<file path="config.mk">
export PLATFORM = sky130hd
export DESIGN_NAME = picosoc_a2_mailbox
export DESIGN_NICKNAME = d
export VERILOG_FILES = /design/src/rtl/a2_mailbox_pkg.sv /design/src/rtl/a2_mailbox_fifo.sv /design/src/rtl/picosoc_a2_mailbox.sv
export SDC_FILE = /design/constraint.sdc
export NUM_CORES = 1
export LEC_CHECK = 0
export CAP_MARGIN = 5
export CORE_UTILIZATION = 60
export DETAILED_ROUTE_END_ITERATION = 16
export HOLD_SLACK_MARGIN = 0.12
export PLACE_DENSITY_LB_ADDON = 0.12
export RECOVER_POWER = 100
export SLEW_MARGIN = 10
export SYNTH_ARGS = -nofsm -noshare
export SYNTH_HDL_FRONTEND = slang
export SYNTH_SLANG_ARGS = --single-unit
</file>
<file path="constraint.sdc">
create_clock -name clk -period 4.85 [get_ports clk]
set_clock_uncertainty 0.15 [all_clocks]
set_input_delay 1.2125 -clock clk [delete_from_list [all_inputs] [get_ports clk]]
set_output_delay 1.2125 -clock clk [all_outputs]
set_load 0.02 [all_outputs]
</file>
<file path="src/rtl/a2_mailbox_pkg.sv">
// Shared constants for the PicoSoC <-> Apple II mailbox: iomem register map,
// STATUS/CONTROL bit positions and the A2-side status byte layout.
package a2_mailbox_pkg;

  localparam logic [1:0] REG_RXDATA  = 2'd0;
  localparam logic [1:0] REG_TXDATA  = 2'd1;
  localparam logic [1:0] REG_STATUS  = 2'd2;
  localparam logic [1:0] REG_CONTROL = 2'd3;

  localparam int STAT_A2S_COUNT_LSB = 0;
  localparam int STAT_S2A_COUNT_LSB = 8;
  localparam int STAT_A2S_OVF       = 16;
  localparam int STAT_S2A_OVF       = 17;
  localparam int STAT_A2S_UNF       = 18;
  localparam int STAT_S2A_UNF       = 19;

  localparam int CTRL_IRQ_EN    = 0;
  localparam int CTRL_FLUSH_A2S = 1;
  localparam int CTRL_FLUSH_S2A = 2;
  localparam int CTRL_CLR_FLAGS = 3;

  localparam int A2_STAT_A2S_FULL     = 6;
  localparam int A2_STAT_S2A_NONEMPTY = 7;

endpackage

</file>
<file path="src/rtl/a2_mailbox_fifo.sv">
// Byte FIFO, first-word-fall-through, with occupancy count, flush and
// single-cycle overflow/underflow pulses. A pop frees room for a same-cycle push.
module a2_mailbox_fifo #(
  parameter int DEPTH = 16
) (
  input  logic                     clk,
  input  logic                     reset,
  input  logic                     push,
  input  logic [7:0]               push_data,
  input  logic                     pop,
  input  logic                     flush,
  output logic [7:0]               head,
  output logic [$clog2(DEPTH):0]   count,
  output logic                     full,
  output logic                     empty,
  output logic                     overflow,
  output logic                     underflow
);

  localparam int AW = $clog2(DEPTH);
  localparam logic [AW:0] FULL_CNT = (AW + 1)'(DEPTH);

  logic [7:0]    mem_q [DEPTH];
  logic [7:0]    mem_d [DEPTH];
  logic [AW-1:0] wr_ptr_q, wr_ptr_d, rd_ptr_q, rd_ptr_d;
  logic [AW:0]   count_q, count_d;
  logic          push_ok_s, pop_ok_s;

  assign empty     = (count_q == '0);
  assign full      = (count_q == FULL_CNT);
  assign count     = count_q;
  assign head      = empty ? 8'h00 : mem_q[rd_ptr_q];
  // Flush wins over everything, including the error pulses.
  assign pop_ok_s  = pop & ~empty & ~flush;
  assign push_ok_s = push & (~full | pop_ok_s) & ~flush;
  assign overflow  = push & full & ~pop_ok_s & ~flush;
  assign underflow = pop & empty & ~flush;

  always_comb begin
    mem_d    = mem_q;
    wr_ptr_d = wr_ptr_q;
    rd_ptr_d = rd_ptr_q;
    count_d  = count_q;
    if (flush) begin
      wr_ptr_d = '0;
      rd_ptr_d = '0;
      count_d  = '0;
    end else begin
      if (push_ok_s) begin
        mem_d[wr_ptr_q] = push_data;
        wr_ptr_d        = wr_ptr_q + AW'(1);
      end
      if (pop_ok_s) begin
        rd_ptr_d = rd_ptr_q + AW'(1);
      end
      count_d = count_q + {{AW{1'b0}}, push_ok_s} - {{AW{1'b0}}, pop_ok_s};
    end
  end

  always_ff @(posedge clk) begin
    if (reset) begin
      wr_ptr_q <= '0;
      rd_ptr_q <= '0;
      count_q  <= '0;
    end else begin
      wr_ptr_q <= wr_ptr_d;
      rd_ptr_q <= rd_ptr_d;
      count_q  <= count_d;
    end
  end

  always_ff @(posedge clk) begin
    mem_q <= mem_d;
  end

endmodule

</file>
<file path="src/rtl/picosoc_a2_mailbox.sv">
// Multi-channel byte mailbox between a PicoSoC iomem slave and an Apple II bus
// window; one a2s and one s2a FIFO per channel plus sticky error flags and irq.
module picosoc_a2_mailbox
  import a2_mailbox_pkg::*;
#(
  parameter int          NUM_CHANNELS = 2,
  parameter int          FIFO_DEPTH   = 16,
  parameter logic [15:0] A2_BASE_ADDR = 16'hC0C0
) (
  input  logic        clk,
  input  logic        reset,
  input  logic        iomem_valid,
  input  logic [3:0]  iomem_wstrb,
  input  logic [31:0] iomem_addr,
  input  logic [31:0] iomem_wdata,
  output logic [31:0] iomem_rdata,
  output logic        iomem_ready,
  input  logic [15:0] a2_addr,
  input  logic        a2_rw_n,
  input  logic [7:0]  a2_data_in,
  input  logic        a2_data_in_strobe,
  output logic [7:0]  a2_data_out,
  output logic        a2_rd_en,
  output logic        irq_o
);

  localparam int CW = $clog2(FIFO_DEPTH) + 1;

  logic [16:0] a2_off_s;
  logic        a2_hit_s, a2_stat_s;
  logic [2:0]  a2_ch_s, io_ch_s;
  logic [1:0]  io_reg_s;
  logic        io_wr_s, io_go_s;
  logic        unused_s;

  logic [NUM_CHANNELS-1:0] a2s_push_s, a2s_pop_s, a2s_flush_s, a2s_full_s, a2s_empty_s;
  logic [NUM_CHANNELS-1:0] s2a_push_s, s2a_pop_s, s2a_flush_s, s2a_full_s, s2a_empty_s;
  logic [NUM_CHANNELS-1:0] a2s_ovf_s, a2s_unf_s, s2a_ovf_s, s2a_unf_s, ctrl_wr_s, clr_s;
  logic [7:0]              a2s_head_s [NUM_CHANNELS];
  logic [7:0]              s2a_head_s [NUM_CHANNELS];
  logic [CW-1:0]           a2s_cnt_s  [NUM_CHANNELS];
  logic [CW-1:0]           s2a_cnt_s  [NUM_CHANNELS];

  logic [NUM_CHANNELS-1:0] irq_en_q, irq_en_d;
  logic [NUM_CHANNELS-1:0] a2s_ovf_q, a2s_ovf_d, s2a_ovf_q, s2a_ovf_d;
  logic [NUM_CHANNELS-1:0] a2s_unf_q, a2s_unf_d, s2a_unf_q, s2a_unf_d;
  logic                    valid_q, valid_d, ready_q, ready_d, irq_q, irq_d;
  logic [31:0]             rdata_q, rdata_d;

  // The subtraction is done one bit wider so addresses below the base fall out.
  assign a2_off_s  = {1'b0, a2_addr} - {1'b0, A2_BASE_ADDR};
  assign a2_hit_s  = ~a2_off_s[16] & (a2_off_s[15:0] < 16'(2 * NUM_CHANNELS));
  assign a2_ch_s   = a2_off_s[3:1];
  assign a2_stat_s = a2_off_s[0];
  assign a2_rd_en  = a2_rw_n & a2_hit_s;

  assign io_ch_s  = iomem_addr[6:4];
  assign io_reg_s = iomem_addr[3:2];
  assign io_wr_s  = |iomem_wstrb;
  assign io_go_s  = iomem_valid & ~valid_q;
  assign valid_d  = iomem_valid;
  assign unused_s = ^{iomem_addr[31:7], iomem_addr[1:0], iomem_wdata[31:8], s2a_full_s};

  for (genvar c = 0; c < NUM_CHANNELS; c++) begin : g_ch
    logic io_sel_s, a2_sel_s;
    assign io_sel_s       = io_go_s & (io_ch_s == 3'(c));
    assign a2_sel_s       = a2_data_in_strobe & a2_hit_s & ~a2_stat_s & (a2_ch_s == 3'(c));
    assign a2s_push_s[c]  = a2_sel_s & ~a2_rw_n;
    assign s2a_pop_s[c]   = a2_sel_s & a2_rw_n;
    assign a2s_pop_s[c]   = io_sel_s & ~io_wr_s & (io_reg_s == REG_RXDATA);
    assign s2a_push_s[c]  = io_sel_s & io_wr_s & (io_reg_s == REG_TXDATA);
    assign ctrl_wr_s[c]   = io_sel_s & io_wr_s & (io_reg_s == REG_CONTROL);
    assign a2s_flush_s[c] = ctrl_wr_s[c] & iomem_wdata[CTRL_FLUSH_A2S];
    assign s2a_flush_s[c] = ctrl_wr_s[c] & iomem_wdata[CTRL_FLUSH_S2A];
    assign clr_s[c]       = ctrl_wr_s[c] & iomem_wdata[CTRL_CLR_FLAGS];

    a2_mailbox_fifo #(.DEPTH(FIFO_DEPTH)) u_a2s (
      .clk(clk), .reset(reset), .push(a2s_push_s[c]), .push_data(a2_data_in),
      .pop(a2s_pop_s[c]), .flush(a2s_flush_s[c]), .head(a2s_head_s[c]),
      .count(a2s_cnt_s[c]), .full(a2s_full_s[c]), .empty(a2s_empty_s[c]),
      .overflow(a2s_ovf_s[c]), .underflow(a2s_unf_s[c])
    );

    a2_mailbox_fifo #(.DEPTH(FIFO_DEPTH)) u_s2a (
      .clk(clk), .reset(reset), .push(s2a_push_s[c]), .push_data(iomem_wdata[7:0]),
      .pop(s2a_pop_s[c]), .flush(s2a_flush_s[c]), .head(s2a_head_s[c]),
      .count(s2a_cnt_s[c]), .full(s2a_full_s[c]), .empty(s2a_empty_s[c]),
      .overflow(s2a_ovf_s[c]), .underflow(s2a_unf_s[c])
    );
  end

  // A same-cycle error re-sets the flag even if CONTROL clears it.
  always_comb begin
    for (int c = 0; c < NUM_CHANNELS; c++) begin
      irq_en_d[c] = ctrl_wr_s[c] ? iomem_wdata[CTRL_IRQ_EN] : irq_en_q[c];
    end
    a2s_ovf_d = (a2s_ovf_q & ~clr_s) | a2s_ovf_s;
    s2a_ovf_d = (s2a_ovf_q & ~clr_s) | s2a_ovf_s;
    a2s_unf_d = (a2s_unf_q & ~clr_s) | a2s_unf_s;
    s2a_unf_d = (s2a_unf_q & ~clr_s) | s2a_unf_s;
    irq_d     = |(irq_en_q & ~a2s_empty_s);
    ready_d   = io_go_s;
  end

  always_comb begin
    rdata_d = 32'h0000_0000;
    for (int c = 0; c < NUM_CHANNELS; c++) begin
      if (io_go_s && !io_wr_s && (io_ch_s == 3'(c))) begin
        case (io_reg_s)
          REG_RXDATA:  rdata_d = {24'h00_0000, a2s_head_s[c]};
          REG_STATUS: begin
            rdata_d[STAT_A2S_COUNT_LSB +: 8] = 8'(a2s_cnt_s[c]);
            rdata_d[STAT_S2A_COUNT_LSB +: 8] = 8'(s2a_cnt_s[c]);
            rdata_d[STAT_A2S_OVF]            = a2s_ovf_q[c];
            rdata_d[STAT_S2A_OVF]            = s2a_ovf_q[c];
            rdata_d[STAT_A2S_UNF]            = a2s_unf_q[c];
            rdata_d[STAT_S2A_UNF]            = s2a_unf_q[c];
          end
          REG_CONTROL: rdata_d = {31'h0000_0000, irq_en_q[c]};
          default:     rdata_d = 32'h0000_0000;
        endcase
      end
    end
  end

  always_comb begin
    a2_data_out = 8'h00;
    for (int c = 0; c < NUM_CHANNELS; c++) begin
      if (a2_hit_s && (a2_ch_s == 3'(c))) begin
        if (a2_stat_s) begin
          a2_data_out[A2_STAT_S2A_NONEMPTY] = ~s2a_empty_s[c];
          a2_data_out[A2_STAT_A2S_FULL]     = a2s_full_s[c];
        end else begin
          a2_data_out = s2a_head_s[c];
        end
      end
    end
  end

  // valid_q restarts from the live valid so an access straddling reset is dropped.
  always_ff @(posedge clk) begin
    if (reset) begin
      valid_q   <= iomem_valid;
      ready_q   <= 1'b0;
      rdata_q   <= 32'h0000_0000;
      irq_q     <= 1'b0;
      irq_en_q  <= '0;
      a2s_ovf_q <= '0;
      s2a_ovf_q <= '0;
      a2s_unf_q <= '0;
      s2a_unf_q <= '0;
    end else begin
      valid_q   <= valid_d;
      ready_q   <= ready_d;
      rdata_q   <= rdata_d;
      irq_q     <= irq_d;
      irq_en_q  <= irq_en_d;
      a2s_ovf_q <= a2s_ovf_d;
      s2a_ovf_q <= s2a_ovf_d;
      a2s_unf_q <= a2s_unf_d;
      s2a_unf_q <= s2a_unf_d;
    end
  end

  assign iomem_ready = ready_q;
  assign iomem_rdata = rdata_q;
  assign irq_o       = irq_q;

endmodule

</file>
# Word level (Yosys, flattened, before mapping)
# Index checks and enable logic that the tools add are counted.
# word_totals
ff_bits	609
elab_cells	300
input_bits	97
# classes
bitwise_logic	109
n_eq_ne	9
order_cmp	13
addsub	17
reduce_logical	27
muxes	39
# op_table
op	count
bitwise mux 128 bit	4
2-to-1 mux 8 bit	18
binary-select mux 8 bit (select 4 bit)	4
demux 8 bit (select 4 bit)	4
case mux 20 bit (3 select lines)	2
bitwise AND 1 bit	65
greater-or-equal comparator 5 bit, second input constant	8
inverter 4 -> 5 bit	8
adder 4 x 1 -> 4 bit, second input constant	8
2-to-1 mux 32 bit	1
inverter 1 bit	21
adder 5 x 1 -> 5 bit	4
equality test 5 bit, second input constant	4
logical NOT 5 bit	4
less-than comparator 5 x 1 -> 1 bit, second input constant	4
2-to-1 mux 20 bit	1
subtractor 5 x 1 -> 5 bit	4
subtractor 16 x 16 -> 17 bit, second input constant	1
less-than comparator 16 x 3 -> 1 bit, second input constant	1
2-to-1 mux 12 bit	1
2-to-1 mux 6 bit	2
bitwise AND 2 bit	5
OR reduction 2 bit	5
logical AND 1 bit	9
other kinds (12)	26

# Depth between registers and ports, before layout
# Gate-level depths: netlist of the first run.
# logic_depth
word_depth	14
depth_mapped	15
depth_no_buf	15

# Modules after synthesis
# A second synthesis of the first run with hierarchy kept.
# unflattened
cells_unflattened	1456
area_unflattened_um2	25235.5
# modules_own_cells
module	n_inst	cells_per_inst	area_per_inst_um2
a2_mailbox_fifo at g_ch[0].u_s2a ...	3	317	5849.4
a2_mailbox_fifo at g_ch[0].u_a2s	1	317	5829.3
picosoc_a2_mailbox	1	188	1858.0

# Worst setup path after synthesis of the first run
# OpenSTA, ideal clock, no wires.
# synth_timing
path_type	input -> output
from	in a2_addr[11]
to	out a2_data_out[6]
stages	5
arrival_ps	2666
setup_slack_ps	821
path_cell_list	nor4b_4 > and4_2 > clkbuf_1 > nand3_1 > o221ai_1
# synth_via
elab_chain_cells	6
# synth_lines
element	line	text
start: declaration	picosoc_a2_mailbox.sv:18	input logic [15:0] a2_addr,
subtractor 16 x 16 -> 17 bit *	picosoc_a2_mailbox.sv:51	assign a2_off_s = {1'b0, a2_addr} - {1'b0, A2_BASE_ADDR};
less-than comparator 16 x 3 -> 1 bit or inverter 1 bit (tied branches)	picosoc_a2_mailbox.sv:52	assign a2_hit_s = ~a2_off_s[16] & (a2_off_s[15:0] < 16'(2 * NUM_CHANNELS));
bitwise AND 1 bit *	picosoc_a2_mailbox.sv:52	
logical AND 1 bit	picosoc_a2_mailbox.sv:129	if (a2_hit_s && (a2_ch_s == 3'(c))) begin
2-to-1 mux 8 bit	picosoc_a2_mailbox.sv:129	
2-to-1 mux 8 bit *	picosoc_a2_mailbox.sv:129	
end: declaration	picosoc_a2_mailbox.sv:22	output logic [7:0] a2_data_out,
# Mark *: on every way between the ends. The rest lies on a longest branch, timed or not.

# Worst setup path in the final report of the first run
# layout_timing
from	in a2_addr[4]
to	out a2_data_out[0]
# layout_via
elab_chain_cells	7
# layout_lines
element	line	text
subtractor 16 x 16 -> 17 bit *	picosoc_a2_mailbox.sv:51	
less-than comparator 16 x 3 -> 1 bit or inverter 1 bit (tied branches)	picosoc_a2_mailbox.sv:52	
bitwise AND 1 bit *	picosoc_a2_mailbox.sv:52	
logical AND 1 bit	picosoc_a2_mailbox.sv:129	
2-to-1 mux 8 bit	picosoc_a2_mailbox.sv:129	
2-to-1 mux 6 bit	picosoc_a2_mailbox.sv:130	if (a2_stat_s) begin
2-to-1 mux 8 bit *	picosoc_a2_mailbox.sv:129	
# Marks and branches as above.

==> flow_summary_export.csv, run 1 <==
group,metric,value,unit
status,status,"finished, violations left",
status,violations,"capacitance limit, slew limit",
floorplan,row_count,73,
place,placed_area,26200,um^2
min_path,hold_path_class,"reg -> reg",
yosys,synth.most_common_cell,"edfxtp_1",
drt,avgRoutedWirePerCell,24.5,um
final_layout,fin_util,69.7,%
drt,drtPass1Iterations,5,
setup_path,worstPathMaxFanout,7,
yosys,yosys.area_share.simple,7.28,%
clock_network,cts_tree,"built",
job,drv_cap,4,
sta,rsz0062_at_grt,"no",
sta,finalWorstSetupSlack,0.137,ns
yosys,synth_top_cells_by_count,"edfxtp_1, mux4_2, nor2_1, dfxtp_1, inv_1",
final_layout,finalInstanceArea,27900,um^2
setup_path,crit-reg2reg-launch,"g_ch[1].u_a2s.count[2]$_SDFF_PP0_",
drt,top_layer_used,"met4",
drt,wl_met3,3.46,mm
setup_path,cp-start-kind,"input port",
yosys,synth_compound_area_share,2.95,%
yosys,ys_ff_latch,594,
yosys,synthTopCellsByArea,"edfxtp_1, mux4_2, dfxtp_1",
yosys,synth_adder_area_share,2.56,%
final_layout,fillCellCount,2611,
yosys,synth_edf_count,512,
drt,drtIter0Drc,1135,
drt,routed_wl,52.0,mm
clock_network,htreeDepth,2,
yosys,synth_cell_types,65,
clock_network,clkSlewWorstSetupHoldPaths,0.06,ns
floorplan,die-area,41800,um^2
drt,wl_met2,25.9,mm
clock_network,cts-root-buf,"clkbuf_16",
sta,holdWs,0.332,ns
sta,timing.final.crit_share,97.2,%
min_path,min_path_cells,2,
sta,tightest_slew,1.66,ns
sta,final-setup-viol-count,0,
yosys,synthCells,1415,
setup_path,critPathRequiredTime,3.49,ns
yosys,yosysSeqAreaShare,69.2,%
place,dp_hpwl,33.8,mm
yosys,async_reset_ff_share,0,%
global_routing,first_global_vias,13065,
drt,post-route-drc-count,0,
drt,vias,12990,
pwr,power.density,370,nW/um^2
setup_path,critPathKind,"in -> out",
global_routing,antenna_found_initial,2,
global_routing,grt_start_max_net_pins,37,
clock_network,cts_made_buffers,57,
clock_network,clkSinkCount,594,
place,dpl_worst_slack,0.0828,ns
yosys,syn_area,24600,um^2
global_routing,grt_pass1_wl,78.2,mm
clock_network,clock_latency,0.61,ns
global_routing,grt-ovfl-total,0,
yosys,yosysTopAreaCell,"edfxtp_1",
sta,period_needed,4.71,ns
setup_path,cp-end-kind,"output port",
sta,slew_headroom,-10.7,%
floorplan,die_x,204,um
pwr,power_leakage,0.00906,uW
final_layout,syn_to_final_growth,13.7,%
yosys,synth_area_per_cell,17.4,um^2
setup_path,r2r-end,"g_ch[1].u_a2s.count[4]$_SDFF_PP0_",
pwr,peakVddDrop,0.409,mV
min_path,holdCritStartpoint,"a2s_unf_q[0]$_SDFF_PP0_",
yosys,synth_xor_area_share,0.819,%
final_layout,ff_latch_area,17000,um^2
setup_path,rr_worst_depth,13,
sta,fin_setup_tns,0,ns
drt,met1_length,21.5,mm
final_layout,drive_above_1_share,17.7,%
floorplan,pin_count,140,
setup_path,regToRegSetupSlack,1.18,ns
sta,hold_viol,0,
place,io_buffers,73,
drt,ant_nets,0,
global_routing,grtUsageTotal,25.7,%
floorplan,fp.dieH,204,um
final_layout,final_nets,1688,
drt,vias_per_cell,6.13,
setup_path,arrival,3.35,ns
sta,fmax,212,MHz
clock_network,hold_buffers,0,
final_layout,multiInputGateArea,6990,um^2
yosys,synth_warnings,0,
floorplan,core_area,40100,um^2
yosys,synth_top_family_by_area,"multiplexers",
place,gp_congestion,0.857,
floorplan,initial_core_util,61.3,%
min_path,hold_end,"a2s_unf_q[0]$_SDFF_PP0_",
yosys,synth_top_cell_area_share,62.5,%
yosys,synth_ff_type,"edfxtp_1",
sta,slew_viol_final,132,
clock_network,post_cts_buffers,0,
clock_network,clockBufferDepth,3,
yosys,synth.mux.area_fraction,14.7,%
-- stage by stage --
step	std cells	power, uW
final	2119	10300
after global routing	2119	10600
after CTS	2117	10400
after detailed placement	2009	5830
after global placement	2009	5820
after floorplan	1429	5710
-- timing repair --
| item | CTS | global route |
|---|---|---|
| gates resized for setup | 0 | 1 |
| endpoints found under the setup margin | 0 | 1 |
| endpoints found under the hold margin | 0 | 0 |
-- placed cells by master (no fill, tap or decap), types with 8 or more instances in the layout --
master	instances
nor3_1	14
a22oi_1	19
clkbuf_1	58
ha_1	44
xnor2_1	12
buf_4	29
clkinv_2	9
dlygate4sd3_1	40
o22ai_1	8
and3_1	40
mux2i_1	28
clkdlybuf4s50_1	31
dfxtp_1	78
o21ai_0	16
nand2b_1	8
nand3_1	36
nor4_1	8
mux2_2	10
o211ai_1	12
nand4_1	13
xor2_1	11
mux4_2	143
or4_1	12
bufinv_16	10
edfxtp_1	512
a21oi_1	28
and4_1	11
conb_1	15
nand2_1	31
clkbuf_16	59
nor2b_1	22
nor2_1	87
inv_1	55
-- worst max-delay path, stage by stage --
cell and delay (ns):
clkdlybuf4s50_1 0.45, nor4_4 0.31, and4_2 0.28, nand3_1 0.21, o22ai_1 0.25, clkdlybuf4s50_1 0.63
-- layout make-up --
| class | count | share of cell area [%] |
|---|---|---|
| Multi-Input combinational cell | 694 | 25.0 |
| Tap cell | 525 | 2.35 |
| Antenna cell | 2 | 0.0179 |
| Clock buffer | 79 | 5.59 |
| Inverter | 55 | 0.739 |
| Timing Repair Buffer | 141 | 3.99 |
| Sequential cell | 594 | 60.9 |
| Clock inverter | 29 | 1.41 |
-- report_power, final --
group / internal [uW] / leakage (uW) / switching (uW) / total (uW)
combinational: 43.1 / 0.00285 / 126 / 169
clock: 2780 / 0.000949 / 1850 / 4630
sequential: 5540 / 0.00526 / 0.882 / 5550
-- worst max-delay path by stage --
stage / endpoint / slack (ns) / start / depth (start not counted)
4_1_cts: a2_data_out[6] / 0.08 / a2_addr[4] / 6
6_report: a2_data_out[0] / 0.14 / a2_addr[4] / 6
3_5_place_dp: a2_data_out[6] / 0.08 / a2_addr[4] / 6
3_3_place_gp: a2_data_out[6] / 0.12 / a2_addr[11] / 6
5_1_grt: a2_data_out[5] / 0.02 / a2_addr[4] / 6
2_1_floorplan: a2_data_out[6] / 0.82 / a2_addr[11] / 5
-- flip-flops by register name, indices dropped and copies added, names as in the netlist, 8 cells and up --
register and flops:
g_ch.u_a2s.count 10, g_ch.u_a2s.mem_q 256, g_ch.u_a2s.rd_ptr_q 8, g_ch.u_a2s.wr_ptr_q 8, g_ch.u_s2a.count 10, g_ch.u_s2a.mem_q 256, g_ch.u_s2a.rd_ptr_q 8, g_ch.u_s2a.wr_ptr_q 8
iomem_rdata 17
-- layer usage --
metal	track usage [%]	up-vias
met5	0	-
met4	8.13	0
met3	4.24	60
met2	42.4	441
met1	35.4	6641
li1	-	5848
-- cell families (layout without fill, tap and decap cells) --
logic type | count (synthesis) | count (layout)
XOR/XNOR | 23 | 23
buffers and inverters | 141 | 304
AND/OR/NAND/NOR | 316 | 316
AO/OA/AOI/OAI | 111 | 111
flip-flops | 594 | 594
adder cells (fa/ha/maj) | 48 | 48
other | 1 | 17
multiplexers | 181 | 181
Power figures use the tool's default switching activity.
==> run 2, diff against run 1 <==
Settings changed: CTS_CLUSTER_DIAMETER set to 30.
==> flow_summary_export.csv, run 2 (synthesized netlist as in run 1, its figures left out) <==
group,metric,value,unit
status,status,"finished, violations left",
status,violations,"capacitance limit, slew limit",
sta,hold_viol,0,
place,io_buffers,73,
sta,rsz0062_at_grt,"no",
drt,drtPass1Iterations,5,
setup_path,cp-startpoint,"a2_addr[4]",
place,gp_congestion,0.857,
setup_path,max_stage_delay,0.63,ns
global_routing,antenna_found_initial,2,
floorplan,core_area,40100,um^2
floorplan,die_x,204,um
clock_network,hold_buffers,0,
setup_path,arrival,3.35,ns
clock_network,cts-root-buf,"clkbuf_16",
clock_network,cts_made_buffers,109,
sta,fmax,212,MHz
clock_network,clkSinkCount,594,
setup_path,cp-start-kind,"input port",
pwr,peakVddDrop,0.359,mV
final_layout,fillCellCount,2392,
floorplan,row_count,73,
sta,period_needed,4.71,ns
final_layout,final_cell_mix,"edfxtp_1, mux4_2, clkbuf_16, nor2_1, dfxtp_1",
setup_path,critPathKind,"in -> out",
sta,tightest_slew,1.65,ns
final_layout,syn_to_final_growth,20.6,%
drt,vias,13465,
floorplan,fp.dieH,204,um
drt,routed_wl,54.3,mm
drt,drtIter0Drc,1131,
drt,ant_nets,0,
clock_network,post_cts_buffers,0,
pwr,power_leakage,0.00986,uW
final_layout,final_nets,1740,
setup_path,crit_path_frequent_cell,"clkdlybuf4s50_1",
global_routing,grtUsageTotal,27.0,%
place,dp_hpwl,33.8,mm
setup_path,cp_slowest_cell,"clkdlybuf4s50_1",
clock_network,clock_latency,0.65,ns
pwr,finalPower,13000,uW
sta,slew_headroom,-10.1,%
global_routing,grt-ovfl-total,0,
drt,post-route-drc-count,0,
setup_path,worstPathMaxFanout,7,
sta,timing.final.crit_share,97.2,%
sta,final-setup-viol-count,0,
clock_network,clkSlewWorstSetupHoldPaths,0.05,ns
min_path,hold_path_class,"reg -> reg",
setup_path,path_cells,"clkdlybuf4s50_1, nor4_4, and4_2, nand3_1, o22ai_1, clkdlybuf4s50_1",
setup_path,critPathRequiredTime,3.49,ns
global_routing,grt_start_max_net_pins,37,
pwr,power.density,440,nW/um^2
clock_network,cts_tree,"built",
final_layout,final_common_cell,"edfxtp_1",
clock_network,clockBufferDepth,3,
global_routing,first_global_vias,13902,
final_layout,drive_above_1_share,22.6,%
floorplan,initial_core_util,61.3,%
clock_network,htreeDepth,3,
min_path,holdCritStartpoint,"s2a_unf_q[1]$_SDFF_PP0_",
sta,fin_setup_tns,0,ns
floorplan,die-area,41800,um^2
drt,avgRoutedWirePerCell,24.5,um
floorplan,pin_count,140,
drt,vias_per_cell,6.07,
sta,slew_viol_final,132,
setup_path,crit-reg2reg-launch,"g_ch[1].u_a2s.count[2]$_SDFF_PP0_",
setup_path,cp-end-kind,"output port",
job,drv_cap,4,
global_routing,grt_pass1_wl,82.1,mm
-- run 2: cell count changes in the layout (fill, tap and decap cells not counted), moves of 3 or more --
| cell | previous run | this run |
|---|---|---|
| clkbuf_8 | 1 | 6 |
| clkinv_4 | 0 | 11 |
| clkinvlp_4 | 2 | 17 |
| inv_16 | 0 | 3 |
| clkinv_2 | 9 | 23 |
| clkbuf_16 | 59 | 110 |
| clkbuf_1 | 58 | 55 |
-- run 2: worst paths after layout --
check                                 endpoint  cells past startpoint  slack (ns)
max                             a2_data_out[0]                      6        0.14
min                    s2a_unf_q[1]$_SDFF_PP0_                      2        0.32
max reg2reg  g_ch[1].u_a2s.count[4]$_SDFF_PP0_                     13        1.15
min reg2reg            s2a_unf_q[1]$_SDFF_PP0_                      2        0.32
-- run 2: layout make-up --
class	instances	area (um^2)	share of cell area, %
clock buffer	132	2900	9.76
sequential	594	17000	57.4
tap	525	657	2.22
timing repair buffer	141	1110	3.74
clock inverter	75	768	2.59
inverter	55	206	0.696
multi-input combinational	694	6990	23.6
antenna	2	5.00	0.0169
-- run 2: timing repair --
action	4_1_cts	5_1_grt
endpoints found under the hold margin	0	0
resized for setup	0	1
setup endpoints to repair	0	1
-- run 2: metal layers --
layer  routed length (um)  track usage, %  up-vias  share of wire (%)
met1                21400            35.5     6788                 39
met4                 1600            11.2        0                2.9
met3                 4180            5.69       89                7.7
li1                     -               -     6003                  -
met2                27100            44.0      585                 50
met5                    0               0        -                  0
-- run 2: where the power goes --
part           leakage [uW]  switching, uW  internal (uW)
registers           0.00526          0.886           5560
clock network       0.00175           2600           4710
logic               0.00284            127           43.1
-- run 2: critical path: cells and delay by family --
family	cells	cell delay (ns)
simple gates	3	0.80
compound gates	1	0.25
buf+inv	2	1.08
-- run 2: per-stage QoR --
stage	hold WS [ns]	util, %	std cells	instance area (um^2)	setup WS, ns
finish	0.319	73.9	2218	29700	0.136
global route	0.339	73.9	2218	29700	0.0129
CTS	0.310	74.4	2216	29800	0.0806
detailed placement	0.303	65.3	2009	26200	0.0828
global placement	0.290	65.3	2009	26200	0.120
floorplan	0.282	-	1429	24600	0.821
==> run 3, diff against run 2 <==
Settings changed: CTS_BUF_LIST set to sky130_fd_sc_hd__clkbuf_4.
==> flow_summary_export.csv, run 3 (synthesized netlist as in run 1, its figures left out) <==
group,metric,value,unit
sta,tightest_slew,1.65,ns
drt,vias,13548,
setup_path,arrival,3.38,ns
clock_network,clkSinkCount,594,
sta,fmax,211,MHz
final_layout,drive_above_1_share,26.2,%
floorplan,fp.dieH,204,um
clock_network,cts_tree,"built",
setup_path,cp-start-kind,"register",
setup_path,worstPathMaxFanout,34,
final_layout,syn_to_final_growth,14.1,%
global_routing,grt_start_max_net_pins,37,
global_routing,grt_pass1_wl,79.1,mm
floorplan,row_count,73,
clock_network,hold_buffers,0,
global_routing,grt-ovfl-total,0,
floorplan,core_area,40100,um^2
job,drv_cap,4,
floorplan,die-area,41800,um^2
sta,final-setup-viol-count,0,
setup_path,critPathKind,"reg -> out",
place,dp_hpwl,33.8,mm
sta,rsz0062_at_grt,"no",
status,violations,"capacitance limit, slew limit",
clock_network,htreeDepth,4,
final_layout,final_nets,1783,
global_routing,grtUsageTotal,26.0,%
final_layout,ff_latch_area,17000,um^2
drt,post-route-drc-count,0,
clock_network,clockBufferDepth,3,
place,gp_congestion,0.857,
pwr,power_leakage,0.00937,uW
final_layout,fillCellCount,2697,
drt,drtIter0Drc,1157,
final_layout,fin_util,70.0,%
sta,slew_headroom,-10.1,%
min_path,hold_path_class,"reg -> reg",
sta,slew_viol_final,132,
clock_network,clock_latency,0.84,ns
global_routing,first_global_vias,13871,
final_layout,final_cell_mix,"edfxtp_1, clkbuf_4, mux4_2, nor2_1, dfxtp_1",
final_layout,final_common_cell,"edfxtp_1",
status,status,"finished, violations left",
pwr,peakVddDrop,0.404,mV
place,io_buffers,73,
drt,routed_wl,52.6,mm
clock_network,cts-root-buf,"clkbuf_4",
sta,timing.final.crit_share,97.9,%
drt,drtPass1Iterations,7,
drt,ant_nets,0,
clock_network,clkSlewWorstSetupHoldPaths,0.06,ns
sta,period_needed,4.75,ns
drt,avgRoutedWirePerCell,23.1,um
floorplan,initial_core_util,61.3,%
setup_path,cp-end-kind,"output port",
pwr,power.density,359,nW/um^2
floorplan,die_x,204,um
setup_path,critPathRequiredTime,3.49,ns
final_layout,multiInputGateArea,7000,um^2
sta,fin_setup_tns,0,ns
clock_network,post_cts_buffers,0,
clock_network,cts_made_buffers,151,
drt,vias_per_cell,5.94,
sta,hold_viol,0,
global_routing,antenna_found_initial,3,
floorplan,pin_count,140,
## run 3: critical path: stages, from the launching register on
cell	delay, ns
dfxtp_1	0.31
buf_4	0.42
mux4_2	0.38
mux2i_1	0.42
a31oi_1	0.17
a32o_1	0.28
clkdlybuf4s50_1	0.55
## run 3: metal layers
layer / GRT usage [%] / wire (um) / vias up
li1: - / - / 6138
met1: 34.3 / 21400 / 6865
met2: 42.5 / 26600 / 481
met3: 5.80 / 3560 / 64
met4: 10.0 / 1080 / 0
met5: 0 / 0 / -
## run 3: path summary, 6_finish.rpt
path	cells past startpoint	start	endpoint	slack, ns
setup / recovery	6	g_ch[1].u_s2a.rd_ptr_q[2]$_SDFFE_PP0P_	a2_data_out[7]	0.10
hold reg to reg	2	s2a_unf_q[1]$_SDFF_PP0_	s2a_unf_q[1]$_SDFF_PP0_	0.32
hold / removal	2	s2a_unf_q[1]$_SDFF_PP0_	s2a_unf_q[1]$_SDFF_PP0_	0.32
setup reg to reg	13	g_ch[1].u_a2s.count[2]$_SDFF_PP0_	g_ch[1].u_a2s.count[4]$_SDFF_PP0_	1.19
## run 3: layout make-up
cell class                      instances  area share [%]
Inverter                               55           0.736
Timing Repair Buffer                  142            4.10
Sequential cell                       594            60.6
Clock buffer                          242            6.47
Multi-Input combinational cell        694            24.9
Antenna cell                            3          0.0267
Clock inverter                         27           0.753
Tap cell                              525            2.34
## run 3: metrics by stage
step | hold WS [ns] | instances | setup WS, ns | area (um^2) | power (uW)
2_1_floorplan | 0.282 | 1429 | 0.821 | 24600 | 5710
3_3_place_gp | 0.290 | 2009 | 0.120 | 26200 | 5820
3_5_place_dp | 0.303 | 2009 | 0.0828 | 26200 | 5830
4_1_cts | 0.312 | 2278 | 0.00467 | 28200 | 10200
5_1_grt | 0.342 | 2282 | 0.000550 | 28100 | 10400
6_report | 0.316 | 2282 | 0.104 | 28100 | 10100
## run 3: timing repair
action                     CTS  global route
gates cloned                 0             1
gates resized for setup      1             2
setup endpoints to repair    1             2
## run 3: report_power, final
part | total (uW) | internal (uW) | switching, uW
registers | 5540 | 5540 | 0.866
logic | 170 | 44.1 | 126
clock network | 4360 | 2460 | 1900
total | 10100 | 8050 | 2030
